### src/rtl/pe_mac_accum.sv
// pe_mac_accum: MAC processing element writing saturated partial sums.
// Ports: clk, rst (async low), start/cfg_*, in_valid/in_ready/ifmap/weight,
//        psum_wr/psum_addr/psum_data, busy, done.
module pe_mac_accum #(
  parameter int DATA_W = 8,
  parameter int ADDR_W = 6,
  parameter int ACC_W  = 20
) (
  input  logic                     clk,
  input  logic                     rst,
  input  logic                     start,
  input  logic [3:0]               cfg_len,
  input  logic [2:0]               cfg_shift,
  input  logic [ADDR_W-1:0]        cfg_num,
  input  logic                     in_valid,
  output logic                     in_ready,
  input  logic signed [DATA_W-1:0] ifmap,
  input  logic signed [DATA_W-1:0] weight,
  output logic                     psum_wr,
  output logic [ADDR_W-1:0]        psum_addr,
  output logic [DATA_W-1:0]        psum_data,
  output logic                     busy,
  output logic                     done
);

  typedef enum logic [1:0] {
    S_IDLE,
    S_ACCUM,
    S_WRITE,
    S_DONE
  } state_t;

  localparam int PW = 2 * DATA_W;

  localparam logic signed [ACC_W-1:0] SAT_MAX =
    ACC_W'((2 ** (DATA_W - 1)) - 1);
  localparam logic signed [ACC_W-1:0] SAT_MIN = ~SAT_MAX;

  state_t                   r_state;
  logic [3:0]               r_len;
  logic [2:0]               r_shift;
  logic [ADDR_W-1:0]        r_num;
  logic signed [ACC_W-1:0]  r_acc;
  logic [4:0]               r_term;
  logic [ADDR_W:0]          r_cnt;

  logic                     w_fire;
  logic signed [PW-1:0]     w_prod;
  logic signed [ACC_W-1:0]  w_prod_ext;
  logic signed [ACC_W-1:0]  w_acc_nxt;
  logic signed [ACC_W-1:0]  w_shifted;
  logic [DATA_W-1:0]        w_sat;
  logic [4:0]               w_len_full;
  logic [ADDR_W:0]          w_num_full;
  logic [4:0]               w_term_nxt;
  logic [ADDR_W:0]          w_cnt_nxt;
  logic                     w_last_term;
  logic                     w_last_psum;

  assign w_fire     = in_valid & in_ready;
  assign w_prod     = ifmap * weight;
  assign w_prod_ext = {{(ACC_W-PW){w_prod[PW-1]}}, w_prod};
  assign w_acc_nxt  = r_acc + w_prod_ext;
  assign w_shifted  = w_acc_nxt >>> r_shift;

  // Zero encodes the maximum count for both length and job size.
  assign w_len_full = (r_len == 4'd0) ? 5'd16 : {1'b0, r_len};
  assign w_num_full = (r_num == '0) ?
    {1'b1, {ADDR_W{1'b0}}} : {1'b0, r_num};

  assign w_term_nxt  = r_term + 5'd1;
  assign w_cnt_nxt   = r_cnt + 1'b1;
  assign w_last_term = (w_term_nxt == w_len_full);
  assign w_last_psum = (w_cnt_nxt == w_num_full);

  always_comb begin
    w_sat = w_shifted[DATA_W-1:0];
    unique case (1'b1)
      (w_shifted > SAT_MAX): w_sat = SAT_MAX[DATA_W-1:0];
      (w_shifted < SAT_MIN): w_sat = SAT_MIN[DATA_W-1:0];
      default:               w_sat = w_shifted[DATA_W-1:0];
    endcase
  end

  always_ff @(posedge clk or negedge rst) begin
    if (!rst) begin
      r_state   <= S_IDLE;
      r_len     <= '0;
      r_shift   <= '0;
      r_num     <= '0;
      r_acc     <= '0;
      r_term    <= '0;
      r_cnt     <= '0;
      in_ready  <= 1'b0;
      psum_wr   <= 1'b0;
      psum_addr <= '0;
      psum_data <= '0;
      busy      <= 1'b0;
      done      <= 1'b0;
    end else begin
      unique case (r_state)
        S_IDLE: begin
          done <= 1'b0;
          if (start) begin
            r_len     <= cfg_len;
            r_shift   <= cfg_shift;
            r_num     <= cfg_num;
            r_acc     <= '0;
            r_term    <= '0;
            r_cnt     <= '0;
            psum_addr <= '0;
            in_ready  <= 1'b1;
            busy      <= 1'b1;
            r_state   <= S_ACCUM;
          end
        end
        S_ACCUM: begin
          if (w_fire) begin
            r_acc  <= w_acc_nxt;
            r_term <= w_term_nxt;
            // Final term: result is formed from the updated sum now
            // so the write strobe appears one cycle after the edge.
            if (w_last_term) begin
              in_ready  <= 1'b0;
              psum_wr   <= 1'b1;
              psum_data <= w_sat;
              r_state   <= S_WRITE;
            end
          end
        end
        S_WRITE: begin
          psum_wr   <= 1'b0;
          r_acc     <= '0;
          r_term    <= '0;
          psum_addr <= psum_addr + 1'b1;
          r_cnt     <= w_cnt_nxt;
          if (w_last_psum) begin
            done    <= 1'b1;
            r_state <= S_DONE;
          end else begin
            in_ready <= 1'b1;
            r_state  <= S_ACCUM;
          end
        end
        S_DONE: begin
          done    <= 1'b0;
          busy    <= 1'b0;
          r_state <= S_IDLE;
        end
        default: begin
          r_state <= S_IDLE;
        end
      endcase
    end
  end

endmodule

### config.mk
export PLATFORM = sky130hd
export DESIGN_NAME = pe_mac_accum
export DESIGN_NICKNAME = d
export VERILOG_FILES = /design/src/rtl/pe_mac_accum.sv
export SDC_FILE = /design/constraint.sdc
export NUM_CORES = 1
export LEC_CHECK = 0
export ABC_CLOCK_PERIOD_IN_PS = 14100
export BUFFER_PORTS_ARGS = -buffer_cell sky130_fd_sc_hd__buf_2
export CAP_MARGIN = 20
export CORE_UTILIZATION = 58
export CTS_BUF_LIST = sky130_fd_sc_hd__clkbuf_16
export DETAILED_ROUTE_END_ITERATION = 10
export PLACE_DENSITY = 0.85
export SYNTH_ARGS = -nofsm -noshare
export SYNTH_HDL_FRONTEND = slang
export SYNTH_SLANG_ARGS = --single-unit
### constraint.sdc
create_clock -name clk -period 14.1 [get_ports clk]
set_input_delay 0.705 -clock clk [delete_from_list [all_inputs] [get_ports clk]]
set_output_delay 0.705 -clock clk [all_outputs]
set_load 0.01 [all_outputs]
==> Word level (Yosys, flattened, before mapping) <==
Cells that the tools add are included.
{ "word_totals": {"reg_bits": 65, "inputBits": 33, "output_inout_bits": 18, "word_cells": 79} }
{ "classes": {"addsub": 4, "mul": 1, "n_lt_le_gt_ge": 2, "n_eq_ne": 10, "shifts": 1, "muxes": 29, "bitwise": 1, "reduce_logical": 18} }
{ "ops": {"columns": ["cell", "count"], "rows": [
  ["20-bit one-hot mux with 3 select lines", 1],
  ["20-bit two-way mux", 2],
  ["20-bit by 16-bit adder with 20-bit output", 1],
  ["20-bit by 8-bit > comparator with 1-bit output (second input constant)", 1],
  ["20-bit by 8-bit < comparator with 1-bit output (second input constant)", 1],
  ["20-bit by 3-bit >>> shifter with 20-bit output", 1],
  ["8-bit by 8-bit multiplier with 16-bit output", 1],
  ["8-bit one-hot mux with 2 select lines", 1],
  ["5-bit two-way mux", 3],
  ["5-bit one-hot mux with 3 select lines", 1],
  ["7-bit two-way mux", 2],
  ["7-bit one-hot mux with 2 select lines", 1],
  ["6-bit one-hot mux with 2 select lines", 1],
  ["3-bit AND reduction", 4],
  ["2-bit != test (second input constant)", 5],
  ["2-bit two-way mux", 4],
  ["2-bit one-hot mux with 4 select lines", 1],
  ["2-bit AND reduction", 4],
  ["2-bit nonzero test", 4],
  ["7-bit by 1-bit adder with 7-bit output (second input constant)", 1],
  ["7-bit == test", 1],
  ["1-bit two-way mux", 7],
  ["6-bit by 1-bit adder with 6-bit output (second input constant)", 1],
  ["6-bit zero test", 1],
  ["other kinds (13)", 16]
]} }

==> Logic depth before layout (Yosys ltp) <==
{ "depth": {"ltp_word": 6, "ltp_mapped": 22, "depth_no_buf": 21} }

==> Worst setup path after synthesis <==
Ideal clock, no wire load.
{ "synth_path": {"kind": "input-to-reg", "from": "input port ifmap[7]", "to": "register psum_data[0]", "setup_time_ns": 0.138, "arrival_ns": 6.292, "required_time_ns": 13.962, "path_slack_ns": 7.670, "cell_stages": 19, "n_path_buf": 1, "path_cell_list": "and2_1 > fa_1 > inv_1 > fa_1 > fa_1 > fa_1 > inv_1 > fa_1 > ha_1 > o21ai_1 > or2_0 > buf_6 > a21oi_1 > xor2_1 > mux4_2 > a2111oi_2 > o2111ai_1 > o311ai_4 > o21ai_1"} }
{ "synth_via": {"elab_chain_cells": 5, "elab_cells_between_ends": 6, "classes_between": "add/sub: 1; mul: 1; order compare: 2; shift: 1; mux: 1"} }
{ "synth_rtl": {"columns": ["element", "line_no", "source"], "rows": [
  ["from (decl)", "17", "input logic signed [DATA_W-1:0] ifmap,"],
  ["8-bit by 8-bit multiplier with 16-bit output *", "61", "assign w_prod = ifmap * weight;"],
  ["20-bit by 16-bit adder with 20-bit output *", "63", "assign w_acc_nxt = r_acc + w_prod_ext;"],
  ["20-bit by 3-bit >>> shifter with 20-bit output *", "64", "assign w_shifted = w_acc_nxt >>> r_shift;"],
  ["20-bit by 8-bit < comparator with 1-bit output or 20-bit by 8-bit > comparator with 1-bit output (tied branches)", "80, 79", null],
  ["8-bit one-hot mux with 2 select lines *", "78", "unique case (1'b1)"],
  ["to (signal assigned)", "126", "psum_data <= w_sat;"],
  ["to (decl)", "21", "output logic [DATA_W-1:0] psum_data,"]
]} }
Mark *: on every way between the ends. The rest lies on a longest branch, timed or not.
A chain may end at the register's enable or synchronous reset.

==> Worst setup path in the final report <==
{ "layout_path": {"from": "input port ifmap[7]", "to": "register psum_data[1]"} }
Same word-level chain as after synthesis.

==> out/qor_table.md <==
| Parameter | Value |
|:---|:---|
| Status | finished clean |
| Post-route worst setup slack | 7.14 ns |
| Number of clock sinks seen by CTS | 65 |
| Kind of cell adding the most delay to the critical path | adder cells |
| Average wire length per cell after detail routing | 16.8 µm |
| Unrepaired setup endpoints after global routing | no |
| Maximum buffer depth of the clock tree | 2 |
| Count of TritonRoute iterations in the first routing pass | 5 |
| Avg Synthesized Cell Area | 9.37 µm² |
| Standard cell area after detailed placement | 8210 µm² |
| Starting density of the core | 0.595 |
| Post-synth ARST share | 1.00 |
| Setup Buffers After CTS | 0 |
| Kind of critical path | in2reg |
| CTS hold repair buffers | 0 |
| Number of synthesized flops with an enable pin | 0 |
| Total number of vias | 6187 |
| Max-cap violations | 0 |
| Detailed router's first-iteration violation count | 545 |
| Sum of buffers and inverters on the critical path | 3 |
| Clock transition at the registers of the reported paths | 0.05 ns |
| Later-pin clock latency in the skew report | 0.34 ns |
| Setup Total Neg Slack | 0 ns |
| Post-synth net total | 1016 |
| Final ANT Viol Nets | 0 |
| Post-route insts no fill | 1050 |
| Placeable core region | 13200 µm² |
| Vias in the first global route | 6348 |
| Placer congestion estimate | 0.904 |
| Routed wire length | 17.6 mm |
| # port buffers | 50 |
| Clock tree from TritonCTS | done |
| Syn Std Cell Area | 7880 µm² |
| Num ports | 51 |
| Crit share post-route | 0.494 |
| Y dimension of the die | 119 µm |
| Multiplexer area fraction after synthesis | 0.0611 |
| Fraction of synthesized cell area in xor and xnor cells | 0.0378 |
| Arr. time, crit path | 7.16 ns |
| Crit path top cell by count | fa_1 |
| Total routing resource utilization after global routing | 0.273 |
| DRC viols | 0 |
| Class of the tightest hold or removal check | reg2reg |
| Cells along the critical path | buf_2 -> and2_1 -> fa_1 -> inv_1 -> fa_1 -> fa_1 -> fa_1 -> inv_1 -> fa_1 -> ha_1 -> o21ai_1 -> or2_0 -> a211oi_2 -> o32a_1 -> xnor2_1 -> a211oi_1 -> o211ai_1 -> o41a_1 -> o21ai_1 |
| Adder-Cell Fraction of Synth Area | 0.309 |
| Count of inserted antenna diode cells | 0 |
| Warnings from Yosys | 0 |
| Highest cell delay on the worst timing path | 0.73 ns |
| Post-cts repair resize count | 0 |
| Overall overflow remaining after global route | 0 |
| Post-route cell area | 8550 µm² |
| Transition time of the tightest slew-check pin | 1.10 ns |
| First-pass GRT wire length | 30.8 mm |
| Worst slack at placement | 6.84 ns |
| Predominant post-synthesis flop cell | dfrtp_1 |
| Min Tclk post-route | 6.96 ns |
| Share of final-layout standard cells stronger than drive strength 1 | 0.130 |
| Final Max Tran Viols | 0 |
| Clock buffers created by TritonCTS | 9 |
| Routed vias/inst | 5.89 |
| Detailed placer's ending HPWL | 13.6 mm |
| Antenna violations before repair | 0 |
| Cell at the root of the clock tree | clkbuf_16 |
| P&R area growth vs syn | 8.53% |
| Maximum number of pins on one net before global-route repair | 66 |
| Largest driver fanout on the critical path | 13 |
| Kind of start point of the critical path | input pin |
| FMAX | 144 MHz |
| Flops & latches, synth | 65 |
| Dominant combinational cell family by area after synthesis | adder cells |
| Library cell contributing the largest single delay on the critical path | and2_1 |
| Sequential cell area fraction in the yosys report | 0.206 |
| Area share of and/or/nand/nor cells after synthesis | 0.156 |
| Die outline area | 14100 µm² |
| Kind of end point of the critical path | flip-flop |
| Fin Clk Skew | 0.00483 ns |
| Placement Rows | 42 |
| Number of nets at the end of the flow | 1044 |
| Number of endpoints with negative hold slack in the final report | 0 |
| Data required, critical path | 14.30 ns |
| Placed cell count | 1034 |
| H-tree levels | 3 |
| X dimension of the die | 119 µm |
| Cell variety after synth | 80 |
| Final setup violation count | 0 |
| Instance count of the mapped netlist | 841 |
| Fraction of the mapped netlist area in compound gates | 0.154 |
| Slew Limit Headroom | 0.250 |
-- metrics by stage --
step	hold WS, ns	utilization
after CTS	0.480	0.646
final	0.481	0.646
after global placement	0.458	0.620
after detailed placement	0.467	0.620
after floorplan	0.409	-
after global routing	0.495	0.646
-- placed cells by master (no fill, tap or decap), types with 9 or more instances in the layout --
cell type / synthesis / final
buf_2: 6 / 50
nor2_1: 35 / 35
fa_1: 88 / 88
xnor2_1: 19 / 19
inv_1: 114 / 115
a211oi_1: 11 / 11
xor2_1: 15 / 15
nor3_1: 11 / 11
ha_1: 54 / 54
clkbuf_16: 0 / 9
mux2_2: 19 / 19
a21oi_1: 23 / 23
and2_1: 20 / 20
nor2b_1: 11 / 11
o21ai_1: 10 / 10
o21ai_0: 30 / 30
a22o_1: 12 / 12
nand2_1: 93 / 93
nand2b_1: 11 / 11
mux2i_1: 20 / 20
nand3_1: 20 / 20
dfrtp_1: 65 / 65
-- sequential cells by signal (all words and copies together) (netlist names), 2 cells and up --
register / flops
r_len: 4
psum_data: 8
r_cnt: 7
r_num: 6
r_acc: 20
r_shift: 3
psum_addr: 6
r_state: 2
r_term: 5
-- path summary, 6_finish.rpt --
kind	from	to	slack, ns	cells after the start
hold / removal	r_acc[5]	r_acc[5]	0.48	2
max in group asynchronous	rst	r_acc[19]	13.00	2
min in group asynchronous	rst	r_len[0]	0.54	2
setup / recovery	ifmap[7]	psum_data[1]	7.14	19
hold reg to reg	r_acc[5]	r_acc[5]	0.48	2
setup reg to reg	r_acc[6]	psum_data[1]	8.08	17
-- worst min-delay path, delay by kind of cell (launching register included) --
kind	cells	cell delay, ns
AO/OA/AOI/OAI	1	0.05
flip-flops	1	0.34
AND/OR/NAND/NOR	1	0.05
-- synth_stat cells (6+ instances only) --
cell,instances,area share
fa_1,88,0.22
nand4_1,7,0.0056
clkbuf_1,22,0.010
o211ai_1,7,0.0067
nor3_1,11,0.0070
a211oi_1,11,0.010
nand2b_1,11,0.0087
a21o_1,8,0.0076
mux2i_1,20,0.025
buf_2,6,0.0038
nand3_1,20,0.013
mux2_2,19,0.027
ha_1,54,0.086
or2_2,6,0.0048
o21ai_1,10,0.0064
xor2_1,15,0.017
nor2_1,35,0.017
dfrtp_1,65,0.21
nand2_1,93,0.044
o21ai_0,30,0.019
and2_1,20,0.016
nor2b_1,11,0.0087
a22o_1,12,0.013
a21oi_1,23,0.015
inv_1,114,0.054
xnor2_1,19,0.021
o311ai_0,7,0.0078
-- cells by family (layout without fill, tap and decap cells) --
family          count (synthesis)  in the layout
mux                            42             42
compound gates                163            163
buf+inv                       150            183
fa+ha+maj                     142            142
simple gates                  245            245
flops                          65             65
xor+xnor                       34             34
-- layout make-up --
type / instances / area, µm²
sequential: 65 / 1630
fill: 1051 / 4690
clock inverter: 7 / 119
inverter: 115 / 432
multi-input combinational: 626 / 5660
timing repair buffer: 52 / 265
tap: 176 / 220
clock buffer: 9 / 225
-- layer usage --
metal	GRT usage	wire length (µm)	up-vias
li1	-	-	2916
met3	0.0376	880	24
met1	0.388	8180	3062
met4	0.0775	262	0
met2	0.438	8320	185
met5	0	0	-
Power is not shown: default switching activity piles up to over one toggle a cycle in this logic, so the estimate is an artifact.
